## src/rtl/tone_pkg.sv

```systemverilog
// Shared constants for the piano tone synthesiser: note indices, octave-1 half-period
// table and FSM state encoding.
package tone_pkg;

  localparam int TONE_W = 16;

  localparam logic [2:0] NOTE_REST = 3'd0;
  localparam logic [2:0] NOTE_C    = 3'd1;
  localparam logic [2:0] NOTE_D    = 3'd2;
  localparam logic [2:0] NOTE_E    = 3'd3;
  localparam logic [2:0] NOTE_F    = 3'd4;
  localparam logic [2:0] NOTE_G    = 3'd5;
  localparam logic [2:0] NOTE_A    = 3'd6;
  localparam logic [2:0] NOTE_B    = 3'd7;

  // Half-periods of octave 1 in 1 MHz cycles; higher octaves are right shifts.
  localparam logic [TONE_W-1:0] BASE_HALF_C = 16'd15289;
  localparam logic [TONE_W-1:0] BASE_HALF_D = 16'd13621;
  localparam logic [TONE_W-1:0] BASE_HALF_E = 16'd12135;
  localparam logic [TONE_W-1:0] BASE_HALF_F = 16'd11454;
  localparam logic [TONE_W-1:0] BASE_HALF_G = 16'd10204;
  localparam logic [TONE_W-1:0] BASE_HALF_A = 16'd9091;
  localparam logic [TONE_W-1:0] BASE_HALF_B = 16'd8099;

  localparam logic [1:0] ST_IDLE    = 2'd0;
  localparam logic [1:0] ST_PLAY    = 2'd1;
  localparam logic [1:0] ST_RELEASE = 2'd2;

  function automatic logic [TONE_W-1:0] base_half(input logic [2:0] n);
    logic [TONE_W-1:0] h;
    h = '0;
    case (n)
      NOTE_C:  h = BASE_HALF_C;
      NOTE_D:  h = BASE_HALF_D;
      NOTE_E:  h = BASE_HALF_E;
      NOTE_F:  h = BASE_HALF_F;
      NOTE_G:  h = BASE_HALF_G;
      NOTE_A:  h = BASE_HALF_A;
      NOTE_B:  h = BASE_HALF_B;
      default: h = '0;
    endcase
    return h;
  endfunction

endpackage

```

## src/rtl/tone_divider.sv

```systemverilog
// Square-wave generator: holds the half-period, counts phase and toggles AIN.
// A load restarts the phase with AIN high on the same edge.
module tone_divider
  import tone_pkg::*;
#(
  parameter int CNT_W = 16
) (
  input  logic             clk_1M,
  input  logic             rst,
  input  logic             load,
  input  logic             enable,
  input  logic             clear,
  input  logic [CNT_W-1:0] half_in,
  output logic             ain
);

  logic [CNT_W-1:0] half_reg;
  logic [CNT_W-1:0] ph_cnt_reg;
  logic             ain_reg;
  logic             wrap;

  assign wrap = (ph_cnt_reg == half_reg - CNT_W'(1));

  always_ff @(posedge clk_1M) begin
    if (rst) begin
      half_reg   <= '0;
      ph_cnt_reg <= '0;
      ain_reg    <= 1'b0;
    end else if (load) begin
      half_reg   <= half_in;
      ph_cnt_reg <= '0;
      ain_reg    <= 1'b1;
    end else if (clear) begin
      ph_cnt_reg <= '0;
      ain_reg    <= 1'b0;
    end else if (enable) begin
      if (wrap) begin
        ph_cnt_reg <= '0;
        ain_reg    <= ~ain_reg;
      end else begin
        ph_cnt_reg <= ph_cnt_reg + CNT_W'(1);
      end
    end
  end

  assign ain = ain_reg;

endmodule

```

## src/rtl/tone_synth.sv

```systemverilog
// PmodAMP2 driver: registers the played key, detects changes, and sequences
// IDLE / PLAY / RELEASE around a square-wave divider.
module tone_synth
  import tone_pkg::*;
#(
  parameter bit GAIN_SEL       = 1'b1,
  parameter int RELEASE_CYCLES = 20000,
  parameter int CNT_W          = 16
) (
  input  logic       clk_1M,
  input  logic       rst,
  input  logic [2:0] octave,
  input  logic [2:0] note,
  output logic       AIN,
  output logic       GAIN,
  output logic       NC,
  output logic       ACTIVE,
  output logic       tone_on
);

  localparam int REL_W = (RELEASE_CYCLES > 1) ? $clog2(RELEASE_CYCLES) : 1;

  logic [5:0]       key_reg;
  logic [5:0]       key_prev_reg;
  logic [1:0]       state_reg, state_next;
  logic [REL_W-1:0] rel_cnt_reg, rel_cnt_next;
  logic             key_valid;
  logic             key_change;
  logic             rel_done;
  logic             load;
  logic             clear;
  logic             enable;
  logic [CNT_W-1:0] half_next;
  logic [TONE_W-1:0] half_raw;

  assign key_valid  = (key_reg[5:3] != 3'd0) && (key_reg[2:0] != NOTE_REST);
  assign key_change = (key_reg != key_prev_reg);
  assign rel_done   = (rel_cnt_reg == REL_W'(RELEASE_CYCLES - 1));

  // Octave 0 never reaches the shifter as a valid key, so its shift amount is don't-care.
  assign half_raw  = base_half(key_reg[2:0]) >> (key_reg[5:3] - 3'd1);
  assign half_next = CNT_W'(half_raw);

  always_ff @(posedge clk_1M) begin
    if (rst) begin
      key_reg      <= '0;
      key_prev_reg <= '0;
      state_reg    <= ST_IDLE;
      rel_cnt_reg  <= '0;
    end else begin
      key_reg      <= {octave, note};
      key_prev_reg <= key_reg;
      state_reg    <= state_next;
      rel_cnt_reg  <= rel_cnt_next;
    end
  end

  always_comb begin
    state_next   = state_reg;
    rel_cnt_next = rel_cnt_reg;
    load         = 1'b0;
    clear        = 1'b0;
    case (state_reg)
      ST_IDLE: begin
        if (key_change && key_valid) begin
          state_next = ST_PLAY;
          load       = 1'b1;
        end
      end
      ST_PLAY: begin
        if (key_change) begin
          if (key_valid) begin
            load = 1'b1;
          end else begin
            state_next   = ST_RELEASE;
            rel_cnt_next = '0;
          end
        end
      end
      ST_RELEASE: begin
        // A new note beats tail expiry when both land on the same edge.
        if (key_change && key_valid) begin
          state_next = ST_PLAY;
          load       = 1'b1;
        end else if (rel_done) begin
          state_next   = ST_IDLE;
          clear        = 1'b1;
          rel_cnt_next = '0;
        end else begin
          rel_cnt_next = rel_cnt_reg + REL_W'(1);
        end
      end
      default: begin
        state_next = ST_IDLE;
        clear      = 1'b1;
      end
    endcase
  end

  assign enable = (state_reg != ST_IDLE);

  tone_divider #(
    .CNT_W(CNT_W)
  ) u_divider (
    .clk_1M (clk_1M),
    .rst    (rst),
    .load   (load),
    .enable (enable),
    .clear  (clear),
    .half_in(half_next),
    .ain    (AIN)
  );

  assign ACTIVE  = (state_reg != ST_IDLE);
  assign tone_on = (state_reg == ST_PLAY);
  assign GAIN    = GAIN_SEL;
  assign NC      = 1'b0;

endmodule

```

## config.mk

```make
export PLATFORM = sky130hd
export DESIGN_NAME = tone_synth
export DESIGN_NICKNAME = d
export VERILOG_FILES = /design/src/rtl/tone_pkg.sv /design/src/rtl/tone_divider.sv /design/src/rtl/tone_synth.sv
export SDC_FILE = /design/constraint.sdc
export NUM_CORES = 1
export LEC_CHECK = 0
export CAP_MARGIN = 20
export CORE_ASPECT_RATIO = 1.2
export CORE_MARGIN = 2
export CORE_UTILIZATION = 40
export CTS_CLUSTER_DIAMETER = 200
export DETAILED_ROUTE_END_ITERATION = 7
export GPL_TIMING_DRIVEN = 0
export PLACE_DENSITY_LB_ADDON = 0.12
export REMOVE_ABC_BUFFERS = 1
export SLEW_MARGIN = 20
export SYNTH_ARGS = -nofsm -noshare
export SYNTH_HDL_FRONTEND = slang
export SYNTH_SLANG_ARGS = --single-unit
```

## constraint.sdc

```tcl
create_clock -name clk_1M -period 3.7 [get_ports clk_1M]
set_input_delay 1.11 -clock clk_1M [delete_from_list [all_inputs] [get_ports clk_1M]]
set_output_delay 1.11 -clock clk_1M [all_outputs]
set_load 0.02 [all_outputs]
```

# Word-level counts from Yosys, hierarchy flattened
# Index checks and enable logic that the tools add are counted.
[classes] n_shift=1 addsub=4 n_eq_ne=17 bitwise=1 multipliers=0 n_lt_le_gt_ge=0 n_reduce_logical=15 muxes=24 div_mod_pow=0
[op_table] operator="$pmux 14 s7" count=1
[op_table] operator="$mux 15" count=4
[op_table] operator="$pmux 15 s2" count=1
[op_table] operator="$add 16x1->16 const B" count=1
[op_table] operator="$eq 16x16->1" count=1
[op_table] operator="$mux 16" count=1
[op_table] operator="$shr 16x3->16" count=1
[op_table] operator="$sub 16x1->16 const B" count=1
[op_table] operator="$add 15x1->15 const B" count=1
[op_table] operator="$eq 15x15->1 const B" count=1
[op_table] operator="$eq 3x3->1 const B" count=4
[op_table] operator="$reduce_bool 3->1" count=4
[op_table] operator="$mux 2" count=5
[op_table] operator="$mux 1" count=9
[op_table] operator="$reduce_and 4->1" count=2
[op_table] operator="$eq 3x2->1 const B" count=2
[op_table] operator="$ne 2x2->1 const B" count=3
[op_table] operator="$ne 6x6->1" count=1
[op_table] operator="$pmux 2 s3" count=1
[op_table] operator="$pmux 1 s2" count=2
[op_table] operator="$reduce_bool 2->1" count=2
[op_table] operator="$reduce_or 2->1" count=2
[op_table] operator="$eq 3x1->1 const B" count=1
[op_table] operator="$ne 3x3->1 const B" count=1
[op_table] operator="9 further kinds" count=10
[word_totals] output_inout_bits=5 register_bits=62 mem_bits_ro=0 memories=0 latchBits=0 ramBits=0

# Longest topological paths before layout
[depth] ltp_word=7 mapped_depth=12 mapped_depth_nobuf=9

# Hierarchy
# A second synthesis with hierarchy kept.
[hier_totals] cells_unflattened=549 area_unflattened_um2=4360.4
[by_module_without_submodules] module="tone_synth" instances=1 cells_per_inst=303 area_per_inst_um2=2311.0
[by_module_without_submodules] module="tone_divider" instances=1 cells_per_inst=246 area_per_inst_um2=2049.5

# Worst setup path before layout
# No wires, ideal clock.
[synth_timing] kind="register to register" from="reg key_reg[1]" to="reg u_divider.half_reg[5]" t_arrival_ns=2.604 setup_ns=0.132 slack_ns=0.964 path_stages_with_launch=13 cell_sequence="dfxtp_1 > buf_2 > buf_1 > inv_1 > ha_1 > clkbuf_1 > o211ai_1 > o21ai_0 > a22o_1 > a22o_1 > mux4_2 > nor2_1 > nor3_1"
[synth_between] elab_chain_len=5 elab_cells_between_ends=17 cone_classes="8 x eq/ne; 1 x shift; 5 x mux; 3 x reduce/logical"
[synth_rtl] item="start: declaration" line="tone_synth.sv:23" text="logic [5:0] key_reg;"
[synth_rtl] item="start signal: assignment" line="tone_synth.sv:51" text="key_reg <= {octave, note};"
[synth_rtl] item="branches (longest 5 deep; another with $shr 16x3->16)"
[synth_rtl] item="end signal: assignment" line="tone_divider.sv:30" text="half_reg <= half_in;"
[synth_rtl] item="end: declaration" line="tone_divider.sv:17" text="logic [CNT_W-1:0] half_reg;"
# Parallel ways; which one is timed is not known.
# A chain may end at the register's enable or synchronous reset.

# Final worst setup path
[layout_timing] from="reg key_reg[3]" to="reg u_divider.half_reg[2]"
[layout_between] elab_chain_len=5 elab_cells_between_ends=10 cone_classes="1 x add/sub; 1 x eq/ne; 1 x shift; 4 x mux; 3 x reduce/logical"
[layout_rtl] item="branches (longest 5 deep; another with $sub 3x1->3)"
# Parallel ways; which one is timed is not known.

==> results.toml <==
[cells_and_area]
final_nets = 476
fill_cells = 945
largest_register_ffs = 16
final_layout_size_suffix_gt1_share_pct = 8.82
post-route-util_pct = 46.0
diodes = 0
syn_to_final_growth_pct = 11.0

[timing]
slew_headroom_pct = 34.6
finalCritPeriodShare_pct = 87.2
slew_violations = 0
hold_slack_ns = 0.491
tightest_slew_ns = 0.980
setup_viol = 0
fmax_mhz = 310
rsz0062_at_grt = "false"
hold_viol = 0
skew_ns = 0.00995
fin_crit_ns = 3.22

[cts]
cts.sinks = 60
cts_tree = "yes"
cts_setup_buffers = 0
clk_latency_ns = 0.34
cts_max_level = 3
holdBufCountCts = 0
cts_resized = 0
clk_pin_slew_ns = 0.07
numCtsBuffers = 9
cts_buffer_depth = 2
cts_root_buffer = "clkbuf_8"

[setup_path]
critPathKind = "register to register"
crit_buf_inv = 2
critical_path.max_stage_delay_ns = 0.82
r2r_start = "key_reg[3]"
reg2regPathDepth = 8
worstPathRequired_ns = 3.97
crit_chain = "inv_1 -> ha_1 -> inv_1 -> o32ai_1 -> o21bai_1 -> a21oi_1 -> o211ai_1 -> a21oi_1"
r2r_end = "u_divider.half_reg[2]"
crit_start = "key_reg[3]"
cp-end-kind = "register"
critical_path_arrival_ns = 3.50
regToRegSetupSlack_ns = 0.48
crit_family = "compound AO/OA/AOI/OAI gates"
critPathLaunchType = "register"
cpMaxStageDelayCell = "a21oi_1"
worstPathMaxFanout = 23

[drt]
route.detailed.drc = 0
via_per_inst = 5.37
firstDrtPassIters = 4
num_vias = 3139
drt_iter0_drc = 108
final_antenna_net_count = 0
wl_per_cell_um = 13.5
wl_mm = 7.88

[power_and_ir_drop]
swShare_pct = 30.6
seqPwrFrac_pct = 39.6
p_total_mw = 1.81
p_per_area_nw_per_um2 = 431
peakVddDrop_uv = 229
pwr-share-clk_pct = 37.5
p_sw_mw = 0.553
p_comb_share_pct = 22.9
leakagePower_nw = 1.49
p_int_mw = 1.26

[floorplan]
io_pins = 13
fp.dieH_um = 111
initial_core_util_pct = 41.5
dieArea_um2 = 10300
core_region_area_um2 = 9130
die_w_um = 92.8
rows = 38

[yosys]
synth-edff-count = 0
syn_area_um2 = 3780
yosys_register_bits = 60
async_flop_share_pct = 0
synth_cell_types = 63
synth.top_cell.area_share_pct = 31.7
synth.cells.most_frequent = "nor2_1 (69), dfxtp_1 (60), nand2_1 (36)"
synth.most_common_cell = "nor2_1"
yosysWarnings = 0
yosys.area.top_type = "dfxtp_1"
synth.avg_cell_area_um2 = 8.19
ys_seq_area_share_pct = 31.7
synth_cells = 462
synth_flop_cell = "dfxtp_1"
synthTopCellsByArea = "dfxtp_1 (32%), xnor2_1 (8.1%), nor2_1 (6.8%)"

[placed_design]
place.port_buffers = 10
place_congestion = 0.770
dp_hpwl_mm = 5.62

[grt]
grt_pass1_vias = 3003
grt_use_total_pct = 16.6
grt-ovfl-total = 0
grt_max_degree = 24
grt_pass1_wl_mm = 14.3
antenna_found_initial = 0

[flow_run]
maxCapViolCount = 0

[status]
status = "completed"

[worst_hold_path]
min_to = "u_divider.half_reg[11]"
min-delay-start = "u_divider.half_reg[11]"
min_path_type = "register to register"
whs_path_depth = 2
final cells by class:
type | instances | area (µm²) | share of cell area, %
Clock buffer | 10 | 138 | 3.28
Tap cell | 120 | 150 | 3.57
Timing Repair Buffer | 11 | 128 | 3.04
Multi-Input combinational cell | 364 | 2450 | 58.2
Inverter | 14 | 52.6 | 1.25
Sequential cell | 60 | 1200 | 28.6
Clock inverter | 6 | 86.3 | 2.05
worst reg2reg max path: cells and delay by family (launching register included):
family                     cells  cell delay, ns
buffers and inverters          2            0.45
DFF                            1            0.79
AOI/OAI and AO/OA              5            1.62
adders and majority gates      1            0.31
kinds of logic after synthesis:
| family | after synthesis | share of synthesized area [%] |
|---|---|---|
| buf+inv | 38 | 4.33 |
| flops | 60 | 31.7 |
| fa+ha+maj | 8 | 2.64 |
| xor+xnor | 55 | 12.7 |
| simple gates | 199 | 27.2 |
| mux | 15 | 5.72 |
| compound gates | 85 | 15.4 |
| other cells | 2 | 0.198 |
worst max-delay path by stage:
stage	slack [ns]	to	depth (start not counted)
4_1_cts	0.16	rel_cnt_reg[3]	8
6_report	0.48	u_divider.half_reg[2]	8
3_3_place_gp	-0.30	rel_cnt_reg[3]	8
2_1_floorplan	0.67	rel_cnt_reg[3]	8
3_5_place_dp	0.18	rel_cnt_reg[3]	8
5_1_grt	0.1	u_divider.half_reg[2]	8
metrics by stage:
step | instance area (µm²) | cells | setup slack, ns | setup TNS (ns)
final | 4200 | 585 | 0.475 | 0
after detailed placement | 3970 | 569 | 0.184 | 0
after global placement | 3920 | 568 | -0.303 | -3.44
after global routing | 4200 | 585 | 0.0956 | 0
after CTS | 4190 | 585 | 0.158 | 0
after floorplan | 3670 | 438 | 0.668 | 0
routing by layer:
| metal | wire [µm] | track usage (%) | vias to the layer above |
|---|---|---|---|
| met1 | 3900 | 23.1 | 1470 |
| met3 | 212 | 3.27 | 9 |
| met4 | 82 | 4.71 | 0 |
| met5 | 0 | 0 | - |
| met2 | 3690 | 26.2 | 41 |
| li1 | - | - | 1619 |
layout by cell type, fill, tap and decap left out, types with 7 or more instances in the layout:
| cell | instances |
|---|---|
| mux2i_1 | 7 |
| nand2_1 | 36 |
| ha_1 | 8 |
| dfxtp_1 | 60 |
| clkbuf_8 | 10 |
| clkdlybuf4s50_1 | 10 |
| o211ai_1 | 7 |
| nand3_1 | 13 |
| nor3b_1 | 8 |
| nor3_1 | 14 |
| a211oi_1 | 7 |
| xnor2_1 | 34 |
| inv_1 | 14 |
| nor2b_1 | 13 |
| xor2_1 | 20 |
| nand4_1 | 9 |
| nor2_1 | 69 |
| nor4_1 | 7 |
| a21oi_1 | 27 |
| o21ai_0 | 8 |
power groups by stage:
stage | registers, mW | logic, mW | clock network [mW]
2_1_floorplan | 0.723 | 0.320 | 0
3_3_place_gp | 0.731 | 0.398 | 0
3_5_place_dp | 0.732 | 0.412 | 0
4_1_cts | 0.717 | 0.415 | 0.694
5_1_grt | 0.723 | 0.466 | 0.726
6_report | 0.717 | 0.415 | 0.678
No activity file was read; power rests on OpenSTA's default activity.
